<file path="src/rtl/rcosc_clkdiv_prog.sv">
// Programmable divider for the RC-oscillator clock: period div_val, high time hi_val,
// glitch-free ratio changes at period boundaries through a 4-phase req/ack config port.
module rcosc_clkdiv_prog #(
    parameter int DIV_W   = 6,
    parameter int DEF_DIV = 4,
    parameter int DEF_HI  = 2
) (
    input  logic             clkin,
    input  logic             rstb,
    input  logic             en,
    input  logic             cfg_req,
    input  logic [DIV_W-1:0] div_val,
    input  logic [DIV_W-1:0] hi_val,
    output logic             cfg_ack,
    output logic             cfg_err,
    output logic             cfg_busy,
    output logic             clkout,
    output logic             tick,
    output logic             running,
    input  logic             vdd,
    input  logic             vss
);

    typedef enum logic {IDLE = 1'b0, RUN = 1'b1} state_t;

    state_t           state_q, state_d;
    logic [DIV_W-1:0] count_q, count_d;
    logic [DIV_W-1:0] div_q, div_d, hi_q, hi_d;
    logic [DIV_W-1:0] pdiv_q, pdiv_d, phi_q, phi_d;
    logic             clkout_q, clkout_d, tick_q, tick_d, running_q, running_d;
    logic             ack_q, ack_d, err_q, err_d, busy_q, busy_d;

    logic [DIV_W-1:0] count_inc;
    logic             boundary, accept, cfg_ok, apply;
    logic             unused_supply;

    assign unused_supply = vdd ^ vss;

    assign count_inc = count_q + DIV_W'(1);
    assign boundary  = (state_q == RUN) && (count_q == div_q - DIV_W'(1));
    assign cfg_ok    = (div_val >= DIV_W'(2)) && (hi_val != '0) && (hi_val < div_val);
    assign accept    = cfg_req && !busy_q && !ack_q && !err_q;
    // A pending ratio only lands between periods, so clkout never sees a runt pulse.
    assign apply     = busy_q && ((state_q == IDLE) || boundary);

    always_comb begin
        state_d  = state_q;
        count_d  = count_q;
        clkout_d = clkout_q;
        tick_d   = 1'b0;
        div_d    = div_q;
        hi_d     = hi_q;
        pdiv_d   = pdiv_q;
        phi_d    = phi_q;
        busy_d   = busy_q;
        ack_d    = ack_q && cfg_req;
        err_d    = err_q && cfg_req;

        if (accept) begin
            if (cfg_ok) begin
                busy_d = 1'b1;
                pdiv_d = div_val;
                phi_d  = hi_val;
            end else begin
                err_d = 1'b1;
            end
        end

        if (apply) begin
            div_d  = pdiv_q;
            hi_d   = phi_q;
            busy_d = 1'b0;
            ack_d  = 1'b1;
        end

        if (state_q == IDLE) begin
            count_d  = '0;
            clkout_d = 1'b0;
            if (en) begin
                state_d  = RUN;
                clkout_d = 1'b1;
                tick_d   = 1'b1;
            end
        end else if (boundary) begin
            // en is only looked at here, so a started period always completes.
            count_d = '0;
            if (en) begin
                clkout_d = 1'b1;
                tick_d   = 1'b1;
            end else begin
                state_d  = IDLE;
                clkout_d = 1'b0;
            end
        end else begin
            count_d  = count_inc;
            clkout_d = (count_inc < hi_q);
        end

        running_d = (state_d == RUN);
    end

    always_ff @(posedge clkin or negedge rstb) begin
        if (!rstb) begin
            state_q   <= IDLE;
            count_q   <= '0;
            div_q     <= DIV_W'(DEF_DIV);
            hi_q      <= DIV_W'(DEF_HI);
            pdiv_q    <= DIV_W'(DEF_DIV);
            phi_q     <= DIV_W'(DEF_HI);
            clkout_q  <= 1'b0;
            tick_q    <= 1'b0;
            running_q <= 1'b0;
            ack_q     <= 1'b0;
            err_q     <= 1'b0;
            busy_q    <= 1'b0;
        end else begin
            state_q   <= state_d;
            count_q   <= count_d;
            div_q     <= div_d;
            hi_q      <= hi_d;
            pdiv_q    <= pdiv_d;
            phi_q     <= phi_d;
            clkout_q  <= clkout_d;
            tick_q    <= tick_d;
            running_q <= running_d;
            ack_q     <= ack_d;
            err_q     <= err_d;
            busy_q    <= busy_d;
        end
    end

    assign clkout   = clkout_q;
    assign tick     = tick_q;
    assign running  = running_q;
    assign cfg_ack  = ack_q;
    assign cfg_err  = err_q;
    assign cfg_busy = busy_q;

endmodule

</file>
<file path="config.mk">
export PLATFORM = sky130hd
export DESIGN_NAME = rcosc_clkdiv_prog
export DESIGN_NICKNAME = d
export VERILOG_FILES = /design/src/rtl/rcosc_clkdiv_prog.sv
export SDC_FILE = /design/constraint.sdc
export NUM_CORES = 1
export LEC_CHECK = 0
export BUFFER_PORTS_ARGS = -buffer_cell sky130_fd_sc_hd__buf_4
export CELL_PAD_IN_SITES_DETAIL_PLACEMENT = 1
export CELL_PAD_IN_SITES_GLOBAL_PLACEMENT = 1
export CORE_ASPECT_RATIO = 1.2
export CORE_UTILIZATION = 24
export DETAILED_ROUTE_END_ITERATION = 6
export PLACE_DENSITY = 0.52
export SKIP_LAST_GASP = 1
export SYNTH_ARGS = -nofsm -noshare
export SYNTH_HDL_FRONTEND = slang
export SYNTH_SLANG_ARGS = --single-unit
</file>
<file path="constraint.sdc">
create_clock -name clkin -period 2.5 [get_ports clkin]
set_input_delay 0.375 -clock clkin [delete_from_list [all_inputs] [get_ports clkin]]
set_output_delay 0.375 -clock clkin [all_outputs]
set_load 0.01 [all_outputs]
</file>
==> impl_metrics.csv, run 1 <==
group,metric,value,unit
grt,overflow,0,
cells_and_area,syn2layout_area_growth,21.1,%
synthesis,synth_area,0.00187,mm^2
placed_design,port_buffers,21,
setup_path,critical_path_class,"reg2reg",
synthesis,yosysSeqAreaShare,0.484,
cells_and_area,layout_commonest_cell,"dfrtp_1",
pwr,power_density,475,mW/mm^2
clock_network,cts_tree,"yes",
synthesis,synth_warnings,0,
clock_network,cts_buffers,5,
floorplanning,rows,34,
route,routedWlPerCell,14.6,um
timing,fin_crit,2.35,ns
grt,grt_pass1_wl,6.91,mm
floorplanning,die_h,98.7,um
cells_and_area,nets,212,
timing,period_share,0.939,
timing,report.final.slew_viol_count,0,
setup_path,cp_max_fo,13,
pwr,clkPwrFrac,0.405,
floorplanning,fp.dieArea,0.00815,mm^2
setup_path,arrival,2.51,ns
clock_network,cts.sinks,36,
grt,grt_pass1_vias,1414,
pwr,netSwitchingFraction,0.207,
route,ant_nets,0,
synthesis,synth_cell_types,38,
floorplanning,ioPinCount,24,
synthesis,synth_top_area_share,0.428,
setup_path,crit_required,2.66,ns
run,maxCapViolCount,0,
pwr,combPwrFrac,0.054,
synthesis,synth_top_cell_by_area,"dfrtp_1",
route,num_vias,1234,
synthesis,synth_area_per_cell,12.4,um^2
pwr,internal_power,0.853,mW
floorplanning,die_w,82.6,um
route,drtIter0Drc,32,
route,dr.pass1.iters,4,
route,drc,0,
pwr,p_sw,0.223,mW
setup_path,r2r-end,"hi_q[0]",
synthesis,synth_flop_cell,"dfrtp_1",
timing,setup_viol,0,
clock_network,clkLatencyLatePin,0.28,ns
grt,antenna_found_initial,0,
clock_network,ctsHoldBuffers,0,
synthesis,synth_area_leaders,"dfrtp_1, ha_1, mux2_4, mux2_2, dfstp_2",
setup_path,startpoint_type,"register",
cells_and_area,multi_input_area,892,um^2
synthesis,syn_nets,181,
grt,grt_max_degree,37,
timing,setup_tns,0,ns
synthesis,synth_edf_count,0,
synthesis,async_flop_share,1.00,
timing,slew_headroom,0.695,
pwr,p_total,1.08,mW
cells_and_area,layout.cells.most_common_list,"dfrtp_1, buf_4, inv_1",
cells_and_area,register_area,906,um^2
cells_and_area,diodes,0,
setup_path,endpoint_kind,"register",
clock_network,path_clk_slew,0.07,ns
route,wl,3.96,mm
worst_hold_path,holdCritPathClass,"in2async",
placed_design,dp_hpwl,3.13,mm
setup_path,reg2reg_slack,0.15,ns
run_status,status,"finished, final reports clean",
clock_network,h-tree-depth,2,
timing,clock_skew,0.00596,ns
setup_path,r2r-start,"div_q[1]",
pwr,pwr-share-seq,0.542,
pwr,vdd_drop_max,262,uV
floorplanning,start_util,0.253,
synthesis,synth_cells,151,
setup_path,ff2ff_path_depth,7,
pwr,leakagePower,1.12,nW
clock_network,cts_buffer_depth,2,
route,viasPerCell,4.54,
floorplanning,core,0.00740,mm^2
timing,tightest_slew,0.457,ns
grt,track_usage,0.114,
placed_design,gp_congestion,0.738,
timing,final_hold_viol_count,0,
cells_and_area,drive_gt1_frac,0.324,
clock_network,root_buffer,"clkbuf_8",
timing,timing.fmax,426,MHz
cells_and_area,fillers,854,
timing,rsz0062_at_grt,"false",
synthesis,ys_ff_latch,36,
flip-flops by register name (all words and copies together) (netlist names):
| name | count |
|---|---|
| hi_q | 6 |
| pdiv_q | 6 |
| running | 1 |
| cfg_err | 1 |
| clkout | 1 |
| cfg_ack | 1 |
| div_q | 6 |
| tick | 1 |
| phi_q | 6 |
| cfg_busy | 1 |
| count_q | 6 |
stage by stage:
step           hold WS [ns]  instances   util  cell area, um^2  worst slack (ns)
6_report             0.0344        272  0.306             2270             0.152
5_1_grt              0.0529        272  0.306             2270            0.0339
4_1_cts              0.0475        271  0.305             2250            0.0806
3_5_place_dp          0.364        264  0.292             2160            0.0960
3_3_place_gp          0.356        264  0.292             2160             0.178
2_1_floorplan        0.0794        151      -             1870             0.185
timing repair:
| action | in CTS | in global routing |
|---|---|---|
| setup buffers | 0 | 1 |
| gates resized for setup | 0 | 1 |
| setup endpoints to repair | 0 | 2 |
worst max path at each step:
stage / start / endpoint / cells past startpoint
2_1_floorplan: div_q[0] / div_q[0] / 7
3_3_place_gp: div_q[1] / hi_q[0] / 7
3_5_place_dp: div_q[1] / hi_q[0] / 7
4_1_cts: div_q[1] / hi_q[0] / 7
5_1_grt: div_q[1] / hi_q[2] / 7
6_report: div_q[1] / hi_q[0] / 7
routing by layer:
layer / track usage / routed length (um) / vias up
li1: - / - / 583
met1: 0.131 / 1530 / 622
met2: 0.196 / 2190 / 21
met3: 0.0222 / 127 / 8
met4: 0.0597 / 106 / 0
met5: 0 / 0 / -
synthesized netlist by cell type (4+ instances only):
cell type  instances
xnor2_1            8
mux2_4             9
o21ai_0            4
mux2_1             5
nand3_1            4
dfstp_2            4
dfrtp_1           32
ha_1              12
inv_1             14
nor2_1             6
mux2_2            11
nor2b_1            6
worst max-delay path: stages (launching register included):
cell and delay, ns:
dfrtp_1 0.39, inv_1 0.06, ha_1 0.20, or3_1 0.37
a31o_1 0.25, o41a_1 0.44, buf_6 0.18, mux2_1 0.32
area by class of cell:
| type | count | share of cell area |
|---|---|---|
| flip-flops and latches | 36 | 0.400 |
| repair buffers | 27 | 0.0911 |
| well taps | 90 | 0.0497 |
| multi-input cells | 98 | 0.394 |
| inverters | 14 | 0.0232 |
| clock buffers | 7 | 0.0425 |
logic make-up after synthesis:
logic type | after synthesis | share of synthesized area
xor+xnor | 11 | 0.0515
simple gates | 30 | 0.0883
flops | 36 | 0.484
fa+ha+maj | 12 | 0.0803
compound gates | 20 | 0.0883
mux | 25 | 0.169
buf+inv | 17 | 0.0388
power by group through the flow:
stage	clock [mW]	sequential, mW	combinational, mW
floorplan	0	0.594	0.0165
global placement	0	0.593	0.0559
detailed placement	0	0.593	0.0593
CTS	0.455	0.582	0.0594
global route	0.481	0.582	0.0658
finish	0.435	0.583	0.0579
No activity file was read; power rests on OpenSTA's default activity.
==> run 2: changes to the inputs <==
- HOLD_SLACK_MARGIN: unset -> 0.06
- PLACE_DENSITY: 0.52 -> 0.5
- clock period: 2.5 -> 2.8 ns (I/O delays scaled with it)
==> run 2 against run 1 <==
Net effect: register-to-register slack gained 0.20 ns; sequential share of layout area is 0.67 points higher; clock skew decreased by 0.0015 ns; wire length increased by 0.56%; global-route usage barely moved; flip-flop and latch count did not move; largest cell class unchanged.
==> impl_metrics.csv, run 2 (synthesis gave the netlist of run 1 again) <==
group,metric,value,unit
run_status,status,"finished, final reports clean",
route,dr.pass1.iters,4,
setup_path,r2r-start,"div_q[0]",
route,ant_nets,0,
setup_path,r2r-end,"hi_q[2]",
setup_path,crit_slowest_cell,"dfrtp_1",
timing,period_share,0.873,
clock_network,cts_buffer_depth,2,
grt,grt_pass1_wl,6.89,mm
setup_path,crit_buf_inv,2,
cells_and_area,final_cells,270,
floorplanning,start_util,0.253,
floorplanning,rows,34,
pwr,vdd_drop_max,214,uV
setup_path,cp_top_family,"compound AO/OA/AOI/OAI gates",
route,num_vias,1235,
pwr,power_density,412,mW/mm^2
timing,tightest_slew,0.454,ns
placed_design,placedCellCount,263,
clock_network,root_buffer,"clkbuf_8",
grt,overflow,0,
clock_network,cts-resized-gates,0,
cells_and_area,syn2layout_area_growth,19.1,%
clock_network,cts.sinks,36,
floorplanning,die_w,82.6,um
clock_network,post-cts-setup-buffers,0,
setup_path,path_depth,7,
placed_design,gp_congestion,0.736,
setup_path,reg2reg_slack,0.36,ns
cells_and_area,diodes,0,
clock_network,ctsHoldBuffers,0,
clock_network,h-tree-depth,2,
timing,setup_tns,0,ns
floorplanning,fp.dieArea,0.00815,mm^2
timing,report.final.slew_viol_count,0,
setup_path,crit_required,2.97,ns
clock_network,clkLatencyLatePin,0.28,ns
route,drc,0,
cells_and_area,nets,210,
timing,slew_headroom,0.697,
setup_path,startpoint_type,"register",
cells_and_area,fillers,856,
pwr,leakagePower,1.10,nW
route,viasPerCell,4.57,
route,drtIter0Drc,26,
floorplanning,die_h,98.7,um
timing,timing.fmax,409,MHz
timing,rsz0062_at_grt,"false",
floorplanning,ioPinCount,24,
worst_hold_path,holdCritPathClass,"in2async",
placed_design,dp_hpwl,3.11,mm
grt,antenna_found_initial,0,
cells_and_area,final_util,0.301,
clock_network,path_clk_slew,0.07,ns
timing,fin_crit,2.44,ns
grt,track_usage,0.114,
route,routedWlPerCell,14.8,um
route,wl,3.98,mm
setup_path,ff2ff_path_depth,7,
clock_network,cts_tree,"yes",
cells_and_area,register_area,906,um^2
setup_path,cp-startpoint,"div_q[0]",
clock_network,cts_buffers,5,
timing,final_hold_viol_count,0,
setup_path,cp_max_fo,13,
placed_design,port_buffers,21,
setup_path,endpoint_kind,"register",
cells_and_area,multi_input_area,892,um^2
grt,grt_max_degree,37,
cells_and_area,layout_commonest_cell,"dfrtp_1",
floorplanning,core,0.00740,mm^2
setup_path,arrival,2.61,ns
timing,setup_viol,0,
grt,grt_pass1_vias,1408,
cells_and_area,drive_gt1_frac,0.311,
setup_path,crit_end,"hi_q[2]",
cells_and_area,layout.cells.most_common_list,"dfrtp_1, buf_4, inv_1",
setup_path,cp_cell_sequence,"inv_1, ha_1, or3_1, a31o_1, o41a_1, buf_4, mux2_1",
setup_path,critical_path_class,"reg2reg",
run,maxCapViolCount,0,
timing,clock_skew,0.00450,ns
setup_path,max_stage_delay,0.44,ns
[run 2: how the worst min path moves through the flow]
stage	startpoint	endpoint	slack, ns	cells past startpoint
floorplan	rstb	cfg_ack	0.12	0
global placement	rstb	cfg_err	0.40	1
detailed placement	rstb	cfg_err	0.41	1
CTS	rstb	cfg_err	0.1	1
global route	rstb	pdiv_q[3]	0.10	1
finish	rstb	cfg_err	0.07	1
[run 2: routing by layer]
layer	GRT usage	vias to the layer above	part of all wire
li1	-	587	-
met1	0.131	614	0.41
met2	0.194	25	0.53
met3	0.0269	9	0.038
met4	0.0557	0	0.027
met5	0	-	0
[run 2: per-stage QoR]
stage          instance area (um^2)  total power [mW]  hold WS, ns  setup slack [ns]
4_1_cts                        2230             0.934       0.0974             0.329
2_1_floorplan                  1870             0.545        0.124             0.485
5_1_grt                        2230             0.958        0.102             0.249
6_report                       2230             0.918       0.0736             0.357
3_3_place_gp                   2150             0.580        0.403             0.409
3_5_place_dp                   2150             0.583        0.408             0.343
[run 2: where the power goes]
group	internal [mW]	switching [mW]
sequential	0.520	0.0000000000000000585
combinational	0.0227	0.0293
clock	0.169	0.177
total	0.712	0.206
[run 2: cell type report]
cell class,instances,share of cell area
Clock buffer,6,0.0326
Clock inverter,1,0.00225
Inverter,14,0.0236
Multi-Input combinational cell,98,0.400
Sequential cell,36,0.407
Tap cell,90,0.0505
Timing Repair Buffer,25,0.0842
